$ cat src/rtl/mc_hawkes_pkg.sv
// ============================================================================
// mc_hawkes_pkg : shared widths, event/state encodings and saturating helper
// Rev 1.0 - initial release
// ============================================================================
`default_nettype none

package mc_hawkes_pkg;

   localparam int NDIM      = 4;
   localparam int PARAM_W   = 8;
   localparam int X_W       = 12;
   localparam int LAMBDA_W  = 14;
   localparam int FRAC_BITS = 4;

   typedef enum logic [1:0] {
      BID_UP = 2'd0,
      BID_DN = 2'd1,
      ASK_UP = 2'd2,
      ASK_DN = 2'd3
   } evt_type_e;

   typedef enum logic [2:0] {
      S_IDLE   = 3'd0,
      S_DECAY  = 3'd1,
      S_SAMPLE = 3'd2,
      S_EMIT   = 3'd3,
      S_UPDATE = 3'd4,
      S_DONE   = 3'd5
   } state_e;

   function automatic logic [X_W-1:0] x_sat_add(input logic [X_W-1:0] x,
                                                 input logic [PARAM_W-1:0] a);
      logic [X_W:0] s;
      s = {1'b0, x} + {{(X_W-PARAM_W+1){1'b0}}, a};
      return s[X_W] ? '1 : s[X_W-1:0];
   endfunction

endpackage

`default_nettype wire

$ cat src/rtl/mc_lfsr16.sv
// ============================================================================
// mc_lfsr16 : 16-bit Galois LFSR, x^16+x^14+x^13+x^11+1, advances when adv=1
// Rev 1.0 - initial release
// ============================================================================
`default_nettype none

module mc_lfsr16 (
   input  logic        clk,
   input  logic        rst,
   input  logic [15:0] seed,
   input  logic        adv,
   output logic [15:0] q
);

   logic [15:0] q_q, q_d;

   always_comb begin
      q_d = q_q;
      if (adv) begin
         q_d = {1'b0, q_q[15:1]} ^ (q_q[0] ? 16'hB400 : 16'h0000);
      end
   end

   always_ff @(posedge clk or posedge rst) begin
      if (rst) begin
         q_q <= seed;
      end else begin
         q_q <= q_d;
      end
   end

   assign q = q_q;

endmodule

`default_nettype wire

$ cat src/rtl/mc_hawkes_event_sampler.sv
// ============================================================================
// mc_hawkes_event_sampler : 4-dim discrete-time Hawkes path simulator that
// streams (type, tick) event records. HAWKES_EVT_COUNT_EN adds per-type counters.
// Rev 1.0 - initial release
// ============================================================================
`default_nettype none

module mc_hawkes_event_sampler
   import mc_hawkes_pkg::*;
#(
   parameter int          DT_SHIFT = 6,
   parameter logic [15:0] SEED     = 16'hACE1
) (
   input  logic         clk,
   input  logic         rst,
   input  logic         start,
   input  logic [15:0]  num_steps,
   input  logic [127:0] alfa_flat,
   input  logic [127:0] beta_flat,
   input  logic [31:0]  mu_flat,
   output logic         evt_valid,
   input  logic         evt_ready,
   output logic [1:0]   evt_type,
   output logic [15:0]  evt_tick,
   output logic         busy,
   output logic         done
`ifdef HAWKES_EVT_COUNT_EN
   ,
   output logic [63:0]  evt_count_flat
`endif
);

   localparam int NX    = NDIM * NDIM;
   localparam int PW    = X_W + PARAM_W;
   localparam int THR_W = LAMBDA_W + 12;

   state_e                   state_q, state_d;
   logic [3:0]               idx_q, idx_d;
   logic [15:0]              step_cnt_q, step_cnt_d;
   logic [15:0]              num_steps_q, num_steps_d;
   logic [NX*PARAM_W-1:0]    alfa_q, alfa_d, beta_q, beta_d;
   logic [NDIM*PARAM_W-1:0]  mu_q, mu_d;
   logic [X_W-1:0]           x_q [NX];
   logic [X_W-1:0]           x_d [NX];
   logic                     hit_q, hit_d;
   evt_type_e                type_q, type_d;

   logic [15:0]              lfsr_q;
   logic                     lfsr_adv;

   logic [X_W-1:0]           w_x_cur, w_x_decayed;
   logic [PARAM_W-1:0]       w_beta_cur;
   logic [PW-1:0]            w_prod, w_dec;
   logic [1:0]               w_row;
   logic [LAMBDA_W:0]        w_lambda_sum;
   logic [LAMBDA_W-1:0]      w_lambda;
   logic [THR_W-1:0]         w_thresh;
   logic                     w_hit;

   // Shared multiplier: one (i,j) decay term per DECAY cycle.
   assign w_x_cur     = x_q[idx_q];
   assign w_beta_cur  = beta_q[{idx_q, 3'b000} +: PARAM_W];
   assign w_prod      = {{PARAM_W{1'b0}}, w_x_cur} * {{X_W{1'b0}}, w_beta_cur};
   assign w_dec       = w_prod >> (FRAC_BITS + DT_SHIFT);
   assign w_x_decayed = (w_dec > {{PARAM_W{1'b0}}, w_x_cur}) ? '0 : (w_x_cur - w_dec[X_W-1:0]);

   assign w_row = idx_q[1:0];

   always_comb begin
      w_lambda_sum = (LAMBDA_W+1)'(mu_q[{w_row, 3'b000} +: PARAM_W]);
      for (int j = 0; j < NDIM; j++) begin
         w_lambda_sum = w_lambda_sum + (LAMBDA_W+1)'(x_q[{w_row, j[1:0]}]);
      end
   end

   assign w_lambda = w_lambda_sum[LAMBDA_W] ? '1 : w_lambda_sum[LAMBDA_W-1:0];
   assign w_thresh = THR_W'(w_lambda) << (12 - DT_SHIFT);
   assign w_hit    = THR_W'(lfsr_q) < w_thresh;
   assign lfsr_adv = (state_q == S_SAMPLE);

   mc_lfsr16 u_lfsr (
      .clk  (clk),
      .rst  (rst),
      .seed (SEED),
      .adv  (lfsr_adv),
      .q    (lfsr_q)
   );

   always_comb begin
      state_d     = state_q;
      idx_d       = idx_q;
      step_cnt_d  = step_cnt_q;
      num_steps_d = num_steps_q;
      alfa_d      = alfa_q;
      beta_d      = beta_q;
      mu_d        = mu_q;
      x_d         = x_q;
      hit_d       = hit_q;
      type_d      = type_q;

      case (state_q)
         S_IDLE: begin
            if (start) begin
               num_steps_d = num_steps;
               alfa_d      = alfa_flat;
               beta_d      = beta_flat;
               mu_d        = mu_flat;
               step_cnt_d  = '0;
               idx_d       = '0;
               hit_d       = 1'b0;
               for (int k = 0; k < NX; k++) begin
                  x_d[k] = '0;
               end
               state_d = (num_steps == 16'd0) ? S_DONE : S_DECAY;
            end
         end
         S_DECAY: begin
            x_d[idx_q] = w_x_decayed;
            idx_d      = idx_q + 4'd1;
            if (idx_q == 4'(NX-1)) begin
               state_d = S_SAMPLE;
            end
         end
         S_SAMPLE: begin
            // Only the first hit in type order is kept; all four draws are still consumed.
            if (!hit_q && w_hit) begin
               hit_d  = 1'b1;
               type_d = evt_type_e'(w_row);
            end
            idx_d = idx_q + 4'd1;
            if (w_row == 2'(NDIM-1)) begin
               idx_d   = '0;
               state_d = hit_d ? S_EMIT : S_UPDATE;
            end
         end
         S_EMIT: begin
            if (evt_ready) begin
               state_d = S_UPDATE;
            end
         end
         S_UPDATE: begin
            if (hit_q) begin
               for (int i = 0; i < NDIM; i++) begin
                  x_d[{i[1:0], type_q}] = x_sat_add(x_q[{i[1:0], type_q}],
                                                    alfa_q[{i[1:0], type_q, 3'b000} +: PARAM_W]);
               end
            end
            hit_d = 1'b0;
            if (step_cnt_q == num_steps_q - 16'd1) begin
               state_d = S_DONE;
            end else begin
               step_cnt_d = step_cnt_q + 16'd1;
               state_d    = S_DECAY;
            end
         end
         S_DONE: begin
            state_d = S_IDLE;
         end
         default: begin
            state_d = S_IDLE;
         end
      endcase
   end

   always_ff @(posedge clk or posedge rst) begin
      if (rst) begin
         state_q     <= S_IDLE;
         idx_q       <= '0;
         step_cnt_q  <= '0;
         num_steps_q <= '0;
         alfa_q      <= '0;
         beta_q      <= '0;
         mu_q        <= '0;
         hit_q       <= 1'b0;
         type_q      <= BID_UP;
         for (int k = 0; k < NX; k++) begin
            x_q[k] <= '0;
         end
      end else begin
         state_q     <= state_d;
         idx_q       <= idx_d;
         step_cnt_q  <= step_cnt_d;
         num_steps_q <= num_steps_d;
         alfa_q      <= alfa_d;
         beta_q      <= beta_d;
         mu_q        <= mu_d;
         hit_q       <= hit_d;
         type_q      <= type_d;
         x_q         <= x_d;
      end
   end

   assign evt_valid = (state_q == S_EMIT);
   assign evt_type  = type_q;
   assign evt_tick  = step_cnt_q;
   assign busy      = (state_q != S_IDLE);
   assign done      = (state_q == S_DONE);

`ifdef HAWKES_EVT_COUNT_EN
   logic [15:0] cnt_q [NDIM];
   logic [15:0] cnt_d [NDIM];

   always_comb begin
      cnt_d = cnt_q;
      if (state_q == S_IDLE && start) begin
         for (int j = 0; j < NDIM; j++) begin
            cnt_d[j] = '0;
         end
      end else if (state_q == S_EMIT && evt_ready && cnt_q[type_q] != 16'hFFFF) begin
         cnt_d[type_q] = cnt_q[type_q] + 16'd1;
      end
   end

   always_ff @(posedge clk or posedge rst) begin
      if (rst) begin
         for (int j = 0; j < NDIM; j++) begin
            cnt_q[j] <= '0;
         end
      end else begin
         cnt_q <= cnt_d;
      end
   end

   for (genvar g = 0; g < NDIM; g++) begin : g_cnt_out
      assign evt_count_flat[g*16 +: 16] = cnt_q[g];
   end
`endif

endmodule

`default_nettype wire
$ cat config.mk
export PLATFORM = sky130hd
export DESIGN_NAME = mc_hawkes_event_sampler
export DESIGN_NICKNAME = d
export VERILOG_FILES = /design/src/rtl/mc_hawkes_pkg.sv /design/src/rtl/mc_lfsr16.sv /design/src/rtl/mc_hawkes_event_sampler.sv
export SDC_FILE = /design/constraint.sdc
export NUM_CORES = 2
export LEC_CHECK = 0
export CORE_MARGIN = 3
export CORE_UTILIZATION = 59
export DETAILED_ROUTE_END_ITERATION = 8
export PLACE_DENSITY = 0.82
export SLEW_MARGIN = 0
export SYNTH_ARGS = -nofsm -noshare
export SYNTH_HDL_FRONTEND = slang
export SYNTH_SLANG_ARGS = --single-unit
$ cat constraint.sdc
create_clock -name clk -period 23.4 [get_ports clk]
set_input_delay 4.68 -clock clk [delete_from_list [all_inputs] [get_ports clk]]
set_output_delay 4.68 -clock clk [all_outputs]
set_load 0.01 [all_outputs]
==> results by group <==
Timing
  • Final Hold Viols: 0
  • Fin crit share: 48.4%
  • Final worst clock skew: 0.0226 ns
  • Post-route minimum period: 11.32 ns
  • Setup TNS: 0 ns
  • Count of final max-slew check failures: 0
  • Final setup violation count: 0
  • Worst slew pin tran: 1.33 ns
  • Slew headroom: 10.9%
  • FMAX: 88.4 MHz
  • RSZ-0062 raised after global routing: no

Critical path
  • CP Launch Type: register
  • Worst Path Max Fanout: 56
  • Crit-path slowest cell: dfrtp_4
  • Crit end category: register
  • Critical path's largest stage delay: 1.12 ns
  • Critical register-to-register path endpoint: x_q[94]$_DFFE_PP0P_
  • Critical Path Most Common Cell: fa_1
  • Critical Path AT: 11.79 ns
  • Reg2Reg Depth: 28
  • R2R setup slack: 12.08 ns
  • Reg-to-reg startpoint: idx_q[0]$_DFFE_PP0P_
  • CP Class: register to register
  • WP data required: 23.88 ns

Placement
  • HPWL after DPL: 84.7 mm
  • Placed cell area: 38800 µm²
  • Gpl congestion: 1.03
  • Number of I/O port buffers: 328

Route
  • Antenna viol nets, final: 0
  • Routed WL: 118 mm
  • DRC violations left: 6
  • Initial drt markers: 4424
  • DRT Pass-1 Iters: 9
  • DRT met1 WL: 43.4 mm
  • WL per Instance: 25.4 µm
  • Routed length on met2: 51.2 mm
  • Met3 wire len: 16.4 mm
  • Top sig layer: met5
  • Vias per Instance: 6.59
  • Via count: 30.7k

GRT
  • Overflow after GRT: 0
  • Largest net degree at the start of global routing: 216
  • First-pass GRT wire length: 179 mm
  • Gr usage total: 37.4%
  • Initial antenna violation count: 7
  • Vias in the first global route: 29.8k

Clock tree
  • H-Tree Depth: 2
  • Worst-path clk slew: 0.06 ns
  • Setup bufs post-CTS: 0
  • Clock Tree Buf Depth: 3
  • Post-cts sizing count: 0
  • Cts hold-fix bufs: 0
  • CTS Root Cell: clkbuf_16
  • Later-pin clock latency in the skew report: 0.66 ns
  • CTS buffer count: 58
  • Clock sink count: 538
  • CTS tree: done

Worst hold path
  • Hold worst-path end: u_lfsr.q[5]$_DFFE_PP1N_
  • Hold Crit Start: u_lfsr.q[5]$_DFFE_PP1N_
  • Hold Path Stages: 2
  • Min-delay worst type: register to register

Synth
  • Yosys warnings: 0
  • EDFF count, synth: 0
  • Async SR Flop Fraction: 100%
  • Yosys top cell area share: 37.8%
  • Mapped cell area: 35100 µm²
  • Mapped Cells: 3635
  • Largest area contributor in the netlist: dfrtp_1
  • Sequential-to-total area share from yosys stat: 38.4%
  • Syn Nets: 4152
  • Top_reg_cell synth: dfrtp_1
  • Synth unique cells: 75
  • Synthesized flop and latch total: 538
  • Synth top area cells: dfrtp_1 (38%), mux4_2 (15%), nand2_1 (13%), fa_1 (5.4%), ha_1 (4.1%)
  • Synthesized area per cell: 9.64 µm²

Final layout
  • Layout cells sized above 1: 10.8%
  • Area delta synth->final: 16.5%
  • Post-route cell area: 40800 µm²
  • Area of the multi-input gates: 20000 µm²
  • Fill cells: 4277
  • FF+latch area: 13500 µm²
  • Final nets: 4354

Pwr
  • PwrDens: 146 nW/µm²
  • Clock power frac: 16.4%
  • Cell Int Power: 2960 µW
  • VDD IR max: 0.246 mV
  • P_sw: 2980 µW
  • Comb power frac: 57.6%
  • Flop pwr share: 26.1%
  • Leakage: 0.0185 µW
  • Final Power: 5940 µW
  • Switching Fraction: 50.1%

Floorplan
  • Die height: 250 µm
  • Core Box Area: 58200 µm²
  • Rows: 88
  • Initial Util: 60.2%
  • I/O pin count: 329
  • DIE AREA: 62400 µm²
  • Die W: 250 µm

Run status
  • Failing checks: design-rule violations
  • Status: finished, violations left

Run
  • Number of max-cap violations: 0
cells in the mapped netlist (5+ instances only):
library cell	instances
xor2_1	13
nor4b_1	5
nor3b_1	6
mux4_2	229
mux2_2	6
o21ai_1	5
fa_1	95
dfrtp_1	530
a21oi_1	68
or2_2	11
o21a_1	9
o21ai_0	108
nand3_1	46
a21boi_0	10
ha_1	114
xnor2_1	47
o21bai_1	5
clkbuf_1	165
nand3b_1	8
dfstp_2	8
nor2_1	134
nor3_1	23
nor4_1	12
and2_1	50
o211ai_1	30
nand2_1	1204
a21o_1	22
o22ai_1	28
a22oi_1	12
buf_1	19
nand4_1	9
mux2i_1	29
nor2b_1	21
o2111ai_1	7
or3_1	11
o221ai_1	133
a22o_1	56
and3_1	9
buf_2	33
inv_1	196
a211oi_1	7
nand2b_1	33
a31oi_1	14
layout by cell type (no fill, tap or decap), types with 13 or more instances in the layout:
master / n
a21o_1: 22
a21oi_1: 67
a22o_1: 56
a31oi_1: 14
and2_1: 50
buf_4: 34
clkbuf_16: 58
clkbuf_8: 19
clkdlybuf4s50_1: 328
dfrtp_1: 526
fa_1: 95
ha_1: 114
inv_1: 195
mux2i_1: 29
mux4_2: 229
nand2_1: 1199
nand2b_1: 33
nand3_1: 46
nor2_1: 134
nor2b_1: 21
nor3_1: 23
o211ai_1: 30
o21ai_0: 104
o221ai_1: 133
o22ai_1: 27
xnor2_1: 47
xor2_1: 13
worst max-delay path: cells and delay by family (launching register included):
family,cells,cell delay (ns)
buf+inv,5,1.69
fa+ha+maj,6,2.65
flops,1,1.12
mux,2,1.22
simple gates,5,0.57
xor+xnor,1,0.13
compound gates,9,3.74
final cells by class:
type | instances | area share [%]
diodes | 12 | 0.0736
flip-flops and latches | 538 | 33.0
clock buffers | 86 | 4.28
repair buffers | 365 | 8.81
multi-input cells | 2677 | 48.9
inverters | 197 | 1.83
well taps | 765 | 2.34
clock inverters | 24 | 0.677
state kept, by name, summed over array words and instances, names as in the netlist:
register / cells
state_q: 3
hit_q: 1
x_q: 192
beta_q: 128
u_lfsr.q: 16
mu_q: 32
alfa_q: 128
num_steps_q: 16
idx_q: 4
evt_tick: 16
evt_type: 2
through the flow:
stage	hold slack (ns)	instances	util (%)	setup WS [ns]
3_3_place_gp	0.447	4542	66.6	12.33
3_5_place_dp	0.457	4542	66.6	12.12
6_report	0.468	4664	70.1	12.08
2_1_floorplan	0.439	3635	-	3.70
5_1_grt	0.480	4658	70.1	11.29
4_1_cts	0.468	4652	70.0	12.12
worst max-delay path by stage:
stage                              start                     to  cells past startpoint
floorplan                            rst  alfa_q[0]$_DFFE_PP0P_                      1
global placement    idx_q[0]$_DFFE_PP0P_    x_q[94]$_DFFE_PP0P_                     28
detailed placement  idx_q[0]$_DFFE_PP0P_   x_q[154]$_DFFE_PP0P_                     28
CTS                 idx_q[0]$_DFFE_PP0P_   x_q[154]$_DFFE_PP0P_                     28
global route        idx_q[0]$_DFFE_PP0P_    x_q[94]$_DFFE_PP0P_                     28
finish              idx_q[0]$_DFFE_PP0P_    x_q[94]$_DFFE_PP0P_                     28
power by group through the flow:
stage	Combinational (µW)	Clock, µW	Sequential [µW]
3_3_place_gp	3210	0	1530
4_1_cts	3290	976	1530
3_5_place_dp	3270	0	1540
6_report	3420	973	1550
5_1_grt	3620	1010	1580
2_1_floorplan	2380	0	1390
cells by family (layout without fill, tap and decap cells):
logic type / Yosys count / in the layout / synth area share [%]
mux: 264 / 264 / 15.7
fa+ha+maj: 209 / 209 / 9.49
other cells: 0 / 12 / 0
compound gates: 549 / 549 / 11.3
simple gates: 1595 / 1595 / 18.8
buf+inv: 420 / 672 / 4.72
flops: 538 / 538 / 38.4
xor+xnor: 60 / 60 / 1.50
per-layer routing:
layer | GRT usage [%] | vias to the layer above
li1 | - | 13100
met1 | 50.7 | 15000
met2 | 53.5 | 2154
met3 | 13.5 | 472
met4 | 18.8 | 4
met5 | 0 | -
(Power assumes the default switching activity.)
